==> config.mk <==
export PLATFORM = sky130hd
export DESIGN_NAME = iir_mac_sched_flat
export DESIGN_NICKNAME = d
export VERILOG_FILES = /design/src/rtl/iir_mac_sched_pkg.sv /design/src/rtl/iir_mac_sched_if.sv /design/src/rtl/iir_mac_sched_mac8.sv /design/src/rtl/iir_mac_sched.sv /design/src/flat_wrapper.sv
export SDC_FILE = /design/constraint.sdc
export NUM_CORES = 1
export LEC_CHECK = 0
export CAP_MARGIN = 20
export CORE_ASPECT_RATIO = 0.5
export CORE_MARGIN = 2
export CORE_UTILIZATION = 35
export CTS_CLUSTER_DIAMETER = 80
export DETAILED_ROUTE_END_ITERATION = 7
export DONT_BUFFER_PORTS = 1
export PLACE_DENSITY = 0.49
export SLEW_MARGIN = 20
export SYNTH_ARGS = -nofsm -noshare
export SYNTH_HDL_FRONTEND = slang
export SYNTH_SLANG_ARGS = --single-unit
==> constraint.sdc <==
create_clock -name clk -period 6 [get_ports clk]
set_input_delay 0.6 -clock clk [delete_from_list [all_inputs] [get_ports clk]]
set_output_delay 0.6 -clock clk [all_outputs]
set_load 0.02 [all_outputs]
==> src/rtl/iir_mac_sched_pkg.sv <==
// Shared types and constants for the time-multiplexed 2nd-order IIR scheduler.
package iir_mac_sched_pkg;

  typedef enum logic [2:0] {IDLE, MAC0, MAC1, MAC2, RND} state_e;

  localparam logic [1:0] CFG_A1 = 2'd0;
  localparam logic [1:0] CFG_B1 = 2'd1;
  localparam logic [1:0] CFG_B2 = 2'd2;

  localparam logic [7:0] A1_DEF = 8'hEE;
  localparam logic [7:0] B1_DEF = 8'h51;
  localparam logic [7:0] B2_DEF = 8'hDE;

  typedef struct packed {
    logic [7:0] a1;
    logic [7:0] b1;
    logic [7:0] b2;
  } coef_t;

  // Upper byte, bumped by one when the sign and bit 7 disagree; wraps in 8 bits.
  function automatic logic [7:0] rnd8(input logic [15:0] acc);
    return acc[15:8] + {7'b0, acc[15] ^ acc[7]};
  endfunction

endpackage

==> src/rtl/iir_mac_sched_if.sv <==
// Sample handshake, coefficient write port and filter output of the IIR scheduler.
interface iir_mac_sched_if;
  logic signed [7:0] x;
  logic              x_valid;
  logic              x_ready;
  logic              cfg_we;
  logic [1:0]        cfg_addr;
  logic [7:0]        cfg_data;
  logic [7:0]        y;
  logic              y_valid;

  modport master (output x, x_valid, cfg_we, cfg_addr, cfg_data,
                  input  x_ready, y, y_valid);
  modport slave  (input  x, x_valid, cfg_we, cfg_addr, cfg_data,
                  output x_ready, y, y_valid);
endinterface

==> src/rtl/iir_mac_sched_mac8.sv <==
// Single shared 8x8 signed multiplier with a 16-bit wrapping accumulator.
module iir_mac_sched_mac8 (
  input  logic              clk,
  input  logic              reset,
  input  logic signed [7:0] a,
  input  logic signed [7:0] b,
  input  logic              clr,
  input  logic              en,
  output logic [15:0]       acc
);
  logic signed [15:0] prod;
  logic [15:0]        acc_d, acc_q;

  always_comb begin
    prod  = a * b;
    acc_d = acc_q;
    if (clr)     acc_d = prod;
    else if (en) acc_d = acc_q + prod;
  end

  always_ff @(posedge clk) begin
    if (reset) acc_q <= '0;
    else       acc_q <= acc_d;
  end

  assign acc = acc_q;
endmodule

==> src/rtl/iir_mac_sched.sv <==
// IIR section y = a1*x + b1*y[n-1] + b2*y[n-2], one product per cycle, 5 clk per sample.
module iir_mac_sched
  import iir_mac_sched_pkg::*;
#(
  parameter logic [7:0] A1_INIT = A1_DEF,
  parameter logic [7:0] B1_INIT = B1_DEF,
  parameter logic [7:0] B2_INIT = B2_DEF
) (
  input logic            clk,
  input logic            reset,
  iir_mac_sched_if.slave bus
);
  localparam coef_t COEF_INIT = '{a1: A1_INIT, b1: B1_INIT, b2: B2_INIT};

  state_e            state_d, state_q;
  logic signed [7:0] xs_d, xs_q;
  logic [7:0]        y_d, y_q, y2_d, y2_q;
  logic              yv_d, yv_q;
  coef_t             sh_d, sh_q, act_d, act_q;

  logic              x_ready, accept;
  logic signed [7:0] op_a, op_b;
  logic              mac_clr, mac_en;
  logic [15:0]       acc;

  assign x_ready = (state_q == IDLE) && !reset;
  assign accept  = bus.x_valid && x_ready;

  always_comb begin
    state_d = state_q;
    xs_d    = xs_q;
    y_d     = y_q;
    y2_d    = y2_q;
    yv_d    = 1'b0;
    sh_d    = sh_q;
    act_d   = act_q;
    op_a    = act_q.a1;
    op_b    = xs_q;
    mac_clr = 1'b0;
    mac_en  = 1'b0;

    if (bus.cfg_we) begin
      case (bus.cfg_addr)
        CFG_A1:  sh_d.a1 = bus.cfg_data;
        CFG_B1:  sh_d.b1 = bus.cfg_data;
        CFG_B2:  sh_d.b2 = bus.cfg_data;
        default: ;
      endcase
    end

    case (state_q)
      IDLE: if (accept) begin
        xs_d    = bus.x;
        act_d   = sh_d;  // a write landing on the accept cycle is already visible
        state_d = MAC0;
      end
      MAC0: begin
        mac_clr = 1'b1;
        state_d = MAC1;
      end
      MAC1: begin
        op_a    = act_q.b1;
        op_b    = y_q;
        mac_en  = 1'b1;
        state_d = MAC2;
      end
      MAC2: begin
        op_a    = act_q.b2;
        op_b    = y2_q;
        mac_en  = 1'b1;
        state_d = RND;
      end
      RND: begin
        y_d     = rnd8(acc);
        y2_d    = y_q;
        yv_d    = 1'b1;
        state_d = IDLE;
      end
      default: state_d = IDLE;
    endcase
  end

  always_ff @(posedge clk) begin
    if (reset) begin
      state_q <= IDLE;
      xs_q    <= '0;
      y_q     <= '0;
      y2_q    <= '0;
      yv_q    <= 1'b0;
      sh_q    <= COEF_INIT;
      act_q   <= COEF_INIT;
    end else begin
      state_q <= state_d;
      xs_q    <= xs_d;
      y_q     <= y_d;
      y2_q    <= y2_d;
      yv_q    <= yv_d;
      sh_q    <= sh_d;
      act_q   <= act_d;
    end
  end

  iir_mac_sched_mac8 u_mac (
    .clk  (clk),
    .reset(reset),
    .a    (op_a),
    .b    (op_b),
    .clr  (mac_clr),
    .en   (mac_en),
    .acc  (acc)
  );

  assign bus.x_ready = x_ready;
  assign bus.y       = y_q;
  assign bus.y_valid = yv_q;
endmodule

==> src/flat_wrapper.sv <==
// flat-port wrapper written by rule: the top's interface ports become plain ports
module iir_mac_sched_flat import iir_mac_sched_pkg::*;
#(
  parameter logic [7:0] A1_INIT = A1_DEF,
  parameter logic [7:0] B1_INIT = B1_DEF,
  parameter logic [7:0] B2_INIT = B2_DEF
)
  (clk, reset, bus_x, bus_x_valid, bus_cfg_we, bus_cfg_addr, bus_cfg_data, bus_x_ready, bus_y, bus_y_valid);
  iir_mac_sched_if bus_i ();
  input logic clk;
  input logic reset;
  input wire logic [$bits(bus_i.x)-1:0] bus_x;
  input wire logic [$bits(bus_i.x_valid)-1:0] bus_x_valid;
  input wire logic [$bits(bus_i.cfg_we)-1:0] bus_cfg_we;
  input wire logic [$bits(bus_i.cfg_addr)-1:0] bus_cfg_addr;
  input wire logic [$bits(bus_i.cfg_data)-1:0] bus_cfg_data;
  output wire logic [$bits(bus_i.x_ready)-1:0] bus_x_ready;
  output wire logic [$bits(bus_i.y)-1:0] bus_y;
  output wire logic [$bits(bus_i.y_valid)-1:0] bus_y_valid;
  assign bus_i.x = bus_x;
  assign bus_i.x_valid = bus_x_valid;
  assign bus_i.cfg_we = bus_cfg_we;
  assign bus_i.cfg_addr = bus_cfg_addr;
  assign bus_i.cfg_data = bus_cfg_data;
  assign bus_x_ready = bus_i.x_ready;
  assign bus_y = bus_i.y;
  assign bus_y_valid = bus_i.y_valid;
  iir_mac_sched #(.A1_INIT(A1_INIT), .B1_INIT(B1_INIT), .B2_INIT(B2_INIT)) u_core (.clk(clk), .reset(reset), .bus(bus_i));
endmodule
==> key figures, run 1 <==
Detailed routing
  – Vias/cell: 4.81
  – First-pass detailed-route iteration total: 7
  – Total number of vias: 5772
  – DRT antenna net count: 0
  – WL per Instance: 15.3 µm
  – Residual DRC: 0
  – First-iteration detailed-routing DRC count: 300
  – Total detailed-routing wirelength: between 15000 and 20000 µm

Clock network
  – CTS root buf: clkbuf_16
  – Clock buffer count from CTS: 9
  – Hold buffer count at cts: 0
  – CTS Buffer Depth: 2
  – CTS clk-pin slew, worst paths: 70 ps
  – Skew-Pair Late Insertion Delay: 360 ps
  – H-tree depth: 3
  – CTS tree: done
  – Clk sinks: between 90 and 100

STA
  – Hold Fails Final Rpt: 0
  – Clk_skew: about 13 ps
  – Crit path time final: 6290 ps
  – Fmax: 0.159 GHz
  – Slew Viols, Final: 0
  – Unrepaired setup endpoints after global routing: yes
  – Slew of the pin with the lowest slew margin: just over 1000 ps
  – Final WS setup: -290 ps
  – Final period util: 105%
  – Worst slew margin: 32.1%
  – Final Setup Violations: 5

Final layout
  – Layout cells sized above 1: a little over a quarter
  – Fill count: 1929
  – NumNets Final: around 1.1k
  – Antenna cell count: 0
  – Design area: 8970 µm²
  – P&R area growth vs syn: 28.9%
  – Most common cell after layout, fill and taps aside: buf_4
  – Final core occ: a little under half
  – Most frequent cells in the layout: buf_4, nor2_1, dfxtp_1, inv_1, nand2_1

Yosys
  – Sequential element share of the synthesized area: 26.5%
  – Async S/R FF share, synth: 0%
  – Mapped Nets: approximately 940
  – Post-synth EDFFs: 0
  – Syn avg cell area: roughly 8.5 µm²
  – Cells after Synth: 817
  – Synthesized area: just under 7000 µm²
  – Count of cell types in the netlist: 50
  – Synth warn: 0
  – Synth Register Bits: 92
  – Synth Flop Type: dfxtp_1

GRT
  – First-pass GRT wire length: 30200 µm
  – Remaining Overflow, GRT: 0
  – Pin count of the biggest net entering global routing: 94
  – Total GRT Usage: 18.1%
  – Number of global-route vias before repair: around 5.8k
  – Initial antenna violation count: 0

Floorplanning
  – Row Count: 36
  – Placeable Area: 19500 µm²
  – Starting density of the core: 35.8%
  – Die height: slightly above 100 µm
  – I/O pins: 32
  – Die area: between 20000 and 25000 µm²
  – Die width: 203 µm

Power and ir drop
  – Leakage: 4.06 nW
  – Worst VDD drop: between 0.2 and 0.25 mV
  – Power Density: between 300 and 400 nW/µm²

Worst hold path
  – Hold Crit Start: reset
  – Min-Delay Path Class: input port to flip-flop

Setup path
  – Crit. Startpoint: u_core.state_q[1]
  – Critical path arrival: 6530 ps
  – Critical path class: flip-flop to flip-flop
  – Crit. End Element: flip-flop
  – Critical path fanouts, max: 8
  – CP Data Required Time: 6240 ps
  – R2R Path Start: u_core.state_q[1]
  – Critical Path Source Type: flip-flop

Run status
  – Failing checks: negative setup slack
  – Status: finished, violations left

Place
  – RD Place Congestion: 0.826
  – Post-DP HPWL: 13700 µm
  – IO Port Bufs: 0
  – Post-DP Area: 8080 µm²

Job
  – Max-cap violations: 0
-- where the power goes --
| group | total, W | switching [W] | internal, W |
|---|---|---|---|
| Combinational | 0.00205 | 0.00101 | 0.00104 |
| Clock | 0.000631 | 0.000261 | 0.000371 |
| Sequential | 0.000728 | 0.0000572 | 0.000671 |
-- path summary, 6_finish.rpt --
kind,cells past startpoint,end,slack (ps)
max reg2reg,26,u_core.u_mac.acc[15],-290
max,26,u_core.u_mac.acc[15],-290
min,1,u_core.bus.y[0],310
min reg2reg,2,u_core.y2_q[0],460
-- worst max-delay path, cell delays in order (launching register included) --
cell and delay [ps]:
dfxtp_2 330, or3b_4 440, nand2_8 130, buf_6 130, buf_4 120, a21oi_4 90
or2_2 300, fa_2 530, inv_1 50, fa_2 440, fa_1 500, inv_1 60
fa_1 520, inv_1 60, ha_4 290, a21oi_1 60, nor2b_1 240, nor3_4 80
nor2_1 130, xor2_1 210, ha_1 330, a21oi_2 190, o211ai_1 140, o32ai_2 420
a21o_1 160, a211oi_2 60, nand3b_1 160
-- stage by stage --
step | setup TNS [ps] | cells | total power, W | hold WS, ps | setup slack, ps
2_1_floorplan | 0 | 817 | 0.00180 | 436 | 11.0
5_1_grt | -2460 | 1199 | 0.00368 | 295 | -553
3_5_place_dp | -1590 | 1153 | 0.00240 | 445 | -384
4_1_cts | -304 | 1188 | 0.00322 | 297 | -219
6_report | -642 | 1199 | 0.00341 | 314 | -290
3_3_place_gp | -1010 | 1153 | 0.00241 | 437 | -303
-- Yosys cell counts, types with 3 or more instances --
library cell  number  area share (%)
inv_1             85             4.6
a21o_1             6            0.65
o21a_1            12             1.3
nand2b_1          19             1.7
a21oi_1           44             3.2
xor2_1            15             1.9
nand4_1            3            0.27
nand3b_1          21             2.3
dfxtp_1           92              26
xnor2_1           19             2.4
o21bai_1           5            0.54
nand3_1            6            0.43
nor4_1             3            0.27
nand2_1           70             3.8
mux2i_1           41             5.9
o21ai_0           53             3.8
nor3_1            15             1.1
and2_1             5            0.45
or2_2             12             1.1
fa_1              56              16
a311oi_1           5            0.63
clkbuf_1          26             1.4
o31ai_1            3            0.32
nor2_1           106             5.7
ha_1              47             8.5
buf_2              4            0.29
a211oi_1          12             1.3
-- routing by layer --
metal / vias up / track usage, % / routed length (µm)
met5: - / 0 / 0
met4: 0 / 4.95 / 373
met3: 25 / 3.84 / 676
met2: 87 / 27.4 / 8000
met1: 2730 / 25.8 / 9350
li1: 2930 / - / -
-- state kept, by name (all words and copies together), names as in the netlist --
name / count
u_core.act_q: 24
u_core.bus.y: 8
u_core.bus.y_valid: 1
u_core.sh_q: 24
u_core.state_q: 3
u_core.u_mac.acc: 16
u_core.xs_q: 8
u_core.y2_q: 8
-- cell type report --
cell class | instances | area (µm²) | share of cell area, %
Multi-Input combinational cell | 607 | 5100 | 56.8
Sequential cell | 92 | 1850 | 20.6
Timing Repair Buffer | 133 | 1060 | 11.8
Tap cell | 266 | 333 | 3.71
Inverter | 85 | 319 | 3.56
Clock buffer | 10 | 229 | 2.55
Clock inverter | 6 | 93.8 | 1.05
-- logic make-up (layout without fill, tap and decap cells) --
family	Yosys count	count (layout)	share of synthesized area (%)
and+or+nand+nor	271	272	18.4
AOI/OAI and AO/OA	157	157	13.8
buffers and inverters	119	234	6.60
adders and majority gates	103	103	24.6
DFF	92	92	26.5
muxes	41	41	5.90
xor gates and xnor gates	34	34	4.28
-- what timing repair did --
action / in CTS / in global routing
resized for setup: 38 / 41
hold endpoints to repair: 0 / 0
gates cloned: 1 / 0
setup buffers: 18 / 9
endpoints found under the setup margin: 6 / 7
pin swaps: 25 / 39
Power figures use the tool's default switching activity.
==> run 2: changes to the inputs <==
- TNS_END_PERCENT: not set -> 20
==> run 2 against run 1 <==
- the run still ends with negative setup slack left
- maximum frequency down 0.60%
- register-to-register slack worse by 40 ps
- non-clock buffer count down 11
- global-route usage down 0.29 points
- cell area down 2.4%
- die area unchanged
- clock skew about the same
- worst hold slack about the same
- wire length down 1.5%
- critical path depth unchanged
==> key figures, run 2 (same netlist as run 1, synthesis figures left out) <==
Detailed routing
  – DRT antenna net count: 0
  – First-iteration detailed-routing DRC count: 348
  – Vias/cell: 4.85
  – WL per Instance: 15.3 µm
  – Wl on met1: ~9300 µm
  – Top layer in use: met4
  – Total detailed-routing wirelength: 18100 µm
  – Residual DRC: 0
  – Total number of vias: slightly below 6k
  – First-pass detailed-route iteration total: 5
  – Routed wl met2: 7810 µm
  – Met3 Wirelength: 738 µm

Worst hold path
  – Hold Crit Start: reset
  – Min-Delay Path Class: input port to flip-flop
  – Hold path cells: 1

Place
  – Post-DP HPWL: around 14000 µm
  – Placed cells: 1153
  – RD Place Congestion: just over 0.8
  – IO Port Bufs: 0
  – Post-DP Area: roughly 8000 µm²

Setup path
  – Worst Path Buf+Inv: 4
  – R2R Path Start: u_core.state_q[0]
  – R2r setup slk: -330 ps
  – Slowest CP cell: fa_1
  – Worst Setup EP: u_core.u_mac.acc[15]
  – Critical Path Source Type: flip-flop
  – CP delay by family, top: adder cells
  – Crit. Startpoint: u_core.state_q[0]
  – CP Data Required Time: 6240 ps
  – Critical path class: flip-flop to flip-flop
  – CP dominant cell by count: inv_1
  – R2r endpoint: u_core.u_mac.acc[15]
  – Worst path max stage delay: 550 ps
  – Critical path fanouts, max: 5
  – Cell count of the worst reg-to-reg path: 26
  – Levels on crit path: 26
  – Critical path arrival: around 6600 ps
  – Crit. End Element: flip-flop

Clock network
  – Skew-Pair Late Insertion Delay: ~360 ps
  – CTS clk-pin slew, worst paths: 60 ps
  – CTS Buffer Depth: 2
  – H-tree depth: 3
  – Clock buffer count from CTS: 9
  – CTS root buf: clkbuf_16
  – Clk sinks: 92
  – CTS tree: done

STA
  – Slew of the pin with the lowest slew margin: 1010 ps
  – Unrepaired setup endpoints after global routing: yes
  – Slew Viols, Final: 0
  – Clk_skew: 12.2 ps
  – Final WS setup: -327 ps
  – Final Setup Violations: 5
  – Worst slew margin: 32.1%
  – Fmax: 0.158 GHz
  – Crit path time final: 6330 ps
  – Hold Fails Final Rpt: 0
  – Final period util: 105%

GRT
  – First-pass GRT wire length: between 20000 and 30000 µm
  – Remaining Overflow, GRT: 0
  – Total GRT Usage: 17.8%
  – Initial antenna violation count: 0
  – Pin count of the biggest net entering global routing: 94
  – Number of global-route vias before repair: 5638

Job
  – Max-cap violations: 0

Floorplanning
  – Starting density of the core: around 36%
  – Die width: 203 µm
  – Row Count: 36
  – Die height: 104 µm
  – Die area: 21100 µm²
  – I/O pins: 32
  – Placeable Area: 19500 µm²

Final layout
  – Final core occ: 45.0%
  – Fill count: 1943
  – NumNets Final: 1043
  – Final std cells w/o fill: 1189
  – Design area: 8760 µm²
  – Register Area: 1840 µm²
  – Most common cell after layout, fill and taps aside: buf_4
  – P&R area growth vs syn: 25.9%
  – Footprint of the multi-input gates: 4960 µm²
  – Antenna cell count: 0
  – Layout cells sized above 1: between 20% and 30%
  – Most frequent cells in the layout: buf_4, nor2_1, dfxtp_1, inv_1, nand2_1

Power and ir drop
  – Worst VDD drop: 0.200 mV
  – Leakage: 3.97 nW
  – Power Density: ~370 nW/µm²

Run status
  – Failing checks: negative setup slack
  – Status: finished, violations left
run 2: changes by cell type in the layout (fill, tap and decap cells not counted), sizes merged:
cell / previous run / this run
buf: 132 / 120
nand2: 72 / 73
clkbuf: 11 / 12
run 2: power breakdown:
group | leakage, nW | internal, W | switching, W
clock network | 0.159 | 0.000371 | 0.000259
registers | 0.753 | 0.000671 | 0.0000561
logic | 3.06 | 0.000909 | 0.000938
run 2: area by class of cell:
cell class | instances | share of cell area [%]
multi-input combinational | 608 | 56.7
clock buffer | 10 | 2.61
sequential | 92 | 21.0
tap | 266 | 3.80
inverter | 85 | 3.64
clock inverter | 6 | 1.07
timing repair buffer | 122 | 11.2
run 2: stage by stage:
| stage | setup slack (ps) | total power, W | hold WS [ps] | setup TNS (ps) |
|---|---|---|---|---|
| CTS | -254 | 0.00312 | 297 | -618 |
| finish | -327 | 0.00320 | 315 | -732 |
| floorplan | 11.0 | 0.00180 | 436 | 0 |
| global placement | -303 | 0.00241 | 437 | -1010 |
| global route | -606 | 0.00347 | 299 | -2830 |
| detailed placement | -384 | 0.00240 | 445 | -1590 |
run 2: worst min-delay path by stage:
stage,end,slack (ps)
final,u_core.y2_q[2],310
after global routing,u_core.bus.y[0],300
after CTS,u_core.u_mac.acc[0],300
after detailed placement,u_core.y2_q[0],450
after global placement,u_core.y2_q[7],440
after floorplan,u_core.y2_q[0],440
run 2: layer usage:
| metal | global-route usage [%] | vias to the layer above |
|---|---|---|
| met3 | 3.93 | 18 |
| met1 | 25.5 | 2741 |
| met2 | 26.9 | 88 |
| met4 | 4.59 | 0 |
| met5 | 0 | - |
| li1 | - | 2915 |
run 2: timing repair:
item / CTS / global route
cloned: 1 / 2
setup buffers: 7 / 7
hold buffers: 0 / 0
setup endpoints to repair: 6 / 9
gates resized for setup: 13 / 35
pin swaps: 8 / 27
==> run 3: changes to the inputs <==
- PLACE_DENSITY: 0.49 -> not set
- TNS_END_PERCENT: 20 -> not set
==> run 3 against run 2 <==
- the run still ends with negative setup slack left
- critical path depth is the same
- clock skew shrank 5.7 ps
- sequential power is essentially flat
- flip-flop and latch count is the same
- non-clock buffer count grew 2
- via count grew 4.1%
- setup slack gained 87 ps
- combinational power grew 6%
- clock power shrank 9.4%
- maximum frequency grew 1.4%
- die area is the same
- first-iteration DRC count shrank 6.9%
- critical path type unchanged
- critical endpoint unchanged
- highest routed layer unchanged
==> key figures, run 3 (same netlist as run 1, synthesis figures left out) <==
STA
  – Slew Viols, Final: 0
  – Fmax: 0.160 GHz
  – Final period util: 104%
  – Smallest hold slack: 301 ps
  – Worst slew margin: 33.1%
  – Unrepaired setup endpoints after global routing: yes
  – Clk_skew: 6.49 ps
  – Final WS setup: -241 ps
  – Crit path time final: 6240 ps
  – Slew of the pin with the lowest slew margin: 1000 ps
  – Hold Fails Final Rpt: 0
  – Final Setup Violations: 6

Final layout
  – Antenna cell count: 0
  – Final core occ: 45.8%
  – Layout cells sized above 1: 26.9%
  – P&R area growth vs syn: 28.2%
  – Most common cell after layout, fill and taps aside: buf_4
  – NumNets Final: 1045
  – Most frequent cells in the layout: buf_4, nor2_1, dfxtp_1, inv_1, nand2_1

Clock network
  – Clk sinks: 92
  – CTS Buffer Depth: 2
  – Clock buffer count from CTS: 9
  – CTS root buf: clkbuf_16
  – Skew-Pair Late Insertion Delay: 360 ps
  – CTS clk-pin slew, worst paths: 70 ps
  – H-tree depth: 3
  – CTS tree: done

GRT
  – Total GRT Usage: 17.7%
  – Number of global-route vias before repair: 5922
  – Initial antenna violation count: 0
  – Remaining Overflow, GRT: 0
  – Pin count of the biggest net entering global routing: 94
  – First-pass GRT wire length: 29800 µm

Floorplanning
  – Die width: between 200 and 250 µm
  – Placeable Area: 19500 µm²
  – Die height: 104 µm
  – Starting density of the core: a little over a third
  – Die area: 21100 µm²
  – Row Count: 36
  – I/O pins: 32

Setup path
  – Critical path arrival: 6490 ps
  – Critical Path Source Type: flip-flop
  – R2R Path Start: u_core.state_q[2]
  – CP delay by family, top: adder cells
  – Cell count of the worst reg-to-reg path: 26
  – R2r endpoint: u_core.u_mac.acc[15]
  – Critical path class: flip-flop to flip-flop
  – Worst path max stage delay: 550 ps
  – Worst Path Buf+Inv: 6
  – CP Data Required Time: roughly 6300 ps
  – Slowest CP cell: fa_1
  – Crit. Startpoint: u_core.state_q[2]
  – Levels on crit path: 26
  – Critical path fanouts, max: 7
  – R2r setup slk: -240 ps
  – Crit. End Element: flip-flop
  – Worst Setup EP: u_core.u_mac.acc[15]
  – CP dominant cell by count: fa_1

Place
  – RD Place Congestion: 0.873
  – Setup WS pre-CTS: -428 ps
  – IO Port Bufs: 0
  – Post-DP HPWL: ~13000 µm

Run status
  – Status: finished, violations left
  – Failing checks: negative setup slack

Power and ir drop
  – Worst VDD drop: between 0.15 and 0.2 mV
  – Power Density: 366 nW/µm²
  – Total Power: 0.00326 W
  – Leakage: 3.98 nW

Detailed routing
  – First-pass detailed-route iteration total: 5
  – Total detailed-routing wirelength: 18300 µm
  – DRT antenna net count: 0
  – Vias/cell: 5.04
  – WL per Instance: 15.4 µm
  – Total number of vias: between 5k and 6k
  – First-iteration detailed-routing DRC count: roughly 320
  – Residual DRC: 0

Job
  – Max-cap violations: 0

Worst hold path
  – Min-Delay Path Class: input port to flip-flop
## run 3: changes by cell type in the layout (fill, tap and decap cells not counted), sizes merged
cell and delta:
clkbuf -3, bufinv -2, clkinv +2, buf +4
inv +1
## run 3: per-stage QoR
stage               std cells  cell area [µm²]  setup TNS (ps)
CTS                      1187             8770            -558
global route             1191             8920           -2700
global placement         1145             8010            -693
finish                   1191             8920            -729
floorplan                 817             7100               0
detailed placement       1145             8010           -1550
## run 3: cell type report
type	count	area, µm²
inverter	85	319
tap	266	333
clock buffer	9	225
timing repair buffer	124	985
multi-input combinational	608	5140
sequential	92	1850
fill	1904	10500
clock inverter	7	67.6
## run 3: how the worst min path moves through the flow
stage	start	endpoint	slack, ps	cells after the start
after floorplan	u_core.y2_q[0]	u_core.y2_q[0]	440	2
after global placement	u_core.y2_q[3]	u_core.y2_q[3]	440	2
after detailed placement	u_core.y2_q[4]	u_core.y2_q[4]	440	2
after CTS	reset	u_core.y2_q[4]	290	1
after global routing	reset	u_core.y2_q[4]	290	1
final	reset	u_core.y2_q[2]	300	1
## run 3: routing by layer
layer	vias to the layer above	track usage (%)	part of all wire (%)
li1	2925	-	-
met1	2924	23.9	47
met2	115	28.2	47
met3	34	3.15	3.2
met4	0	6.88	2.7
met5	-	0	0
## run 3: timing repair
action | 4_1_cts | 5_1_grt
endpoints found under the setup margin | 6 | 7
pin swaps | 58 | 31
gates resized for setup | 67 | 28
hold endpoints to repair | 0 | 0
hold buffers | 0 | 0
cloned | 2 | 0
setup buffers | 24 | 4
## run 3: worst reg2reg max path, cell delays in order (launching register included)
cell	delay, ps
dfxtp_2	340
or3b_4	500
nand2_8	160
buf_6	140
a21oi_4	80
or2_4	270
fa_1	530
inv_1	60
fa_1	510
fa_1	550
inv_1	50
fa_1	530
inv_1	70
ha_4	160
buf_4	140
nor3_2	160
o21a_1	190
o21bai_1	100
xor2_1	290
ha_1	310
nand4_1	160
nor2_1	80
o32ai_2	250
buf_4	190
a21o_1	110
a211oi_2	60
nand3b_1	160
## run 3: where the power goes
group	leakage [nW]	internal (W)	switching [W]
Clock	0.145	0.000292	0.000279
Combinational	3.08	0.000958	0.00100
Sequential	0.754	0.000671	0.0000570
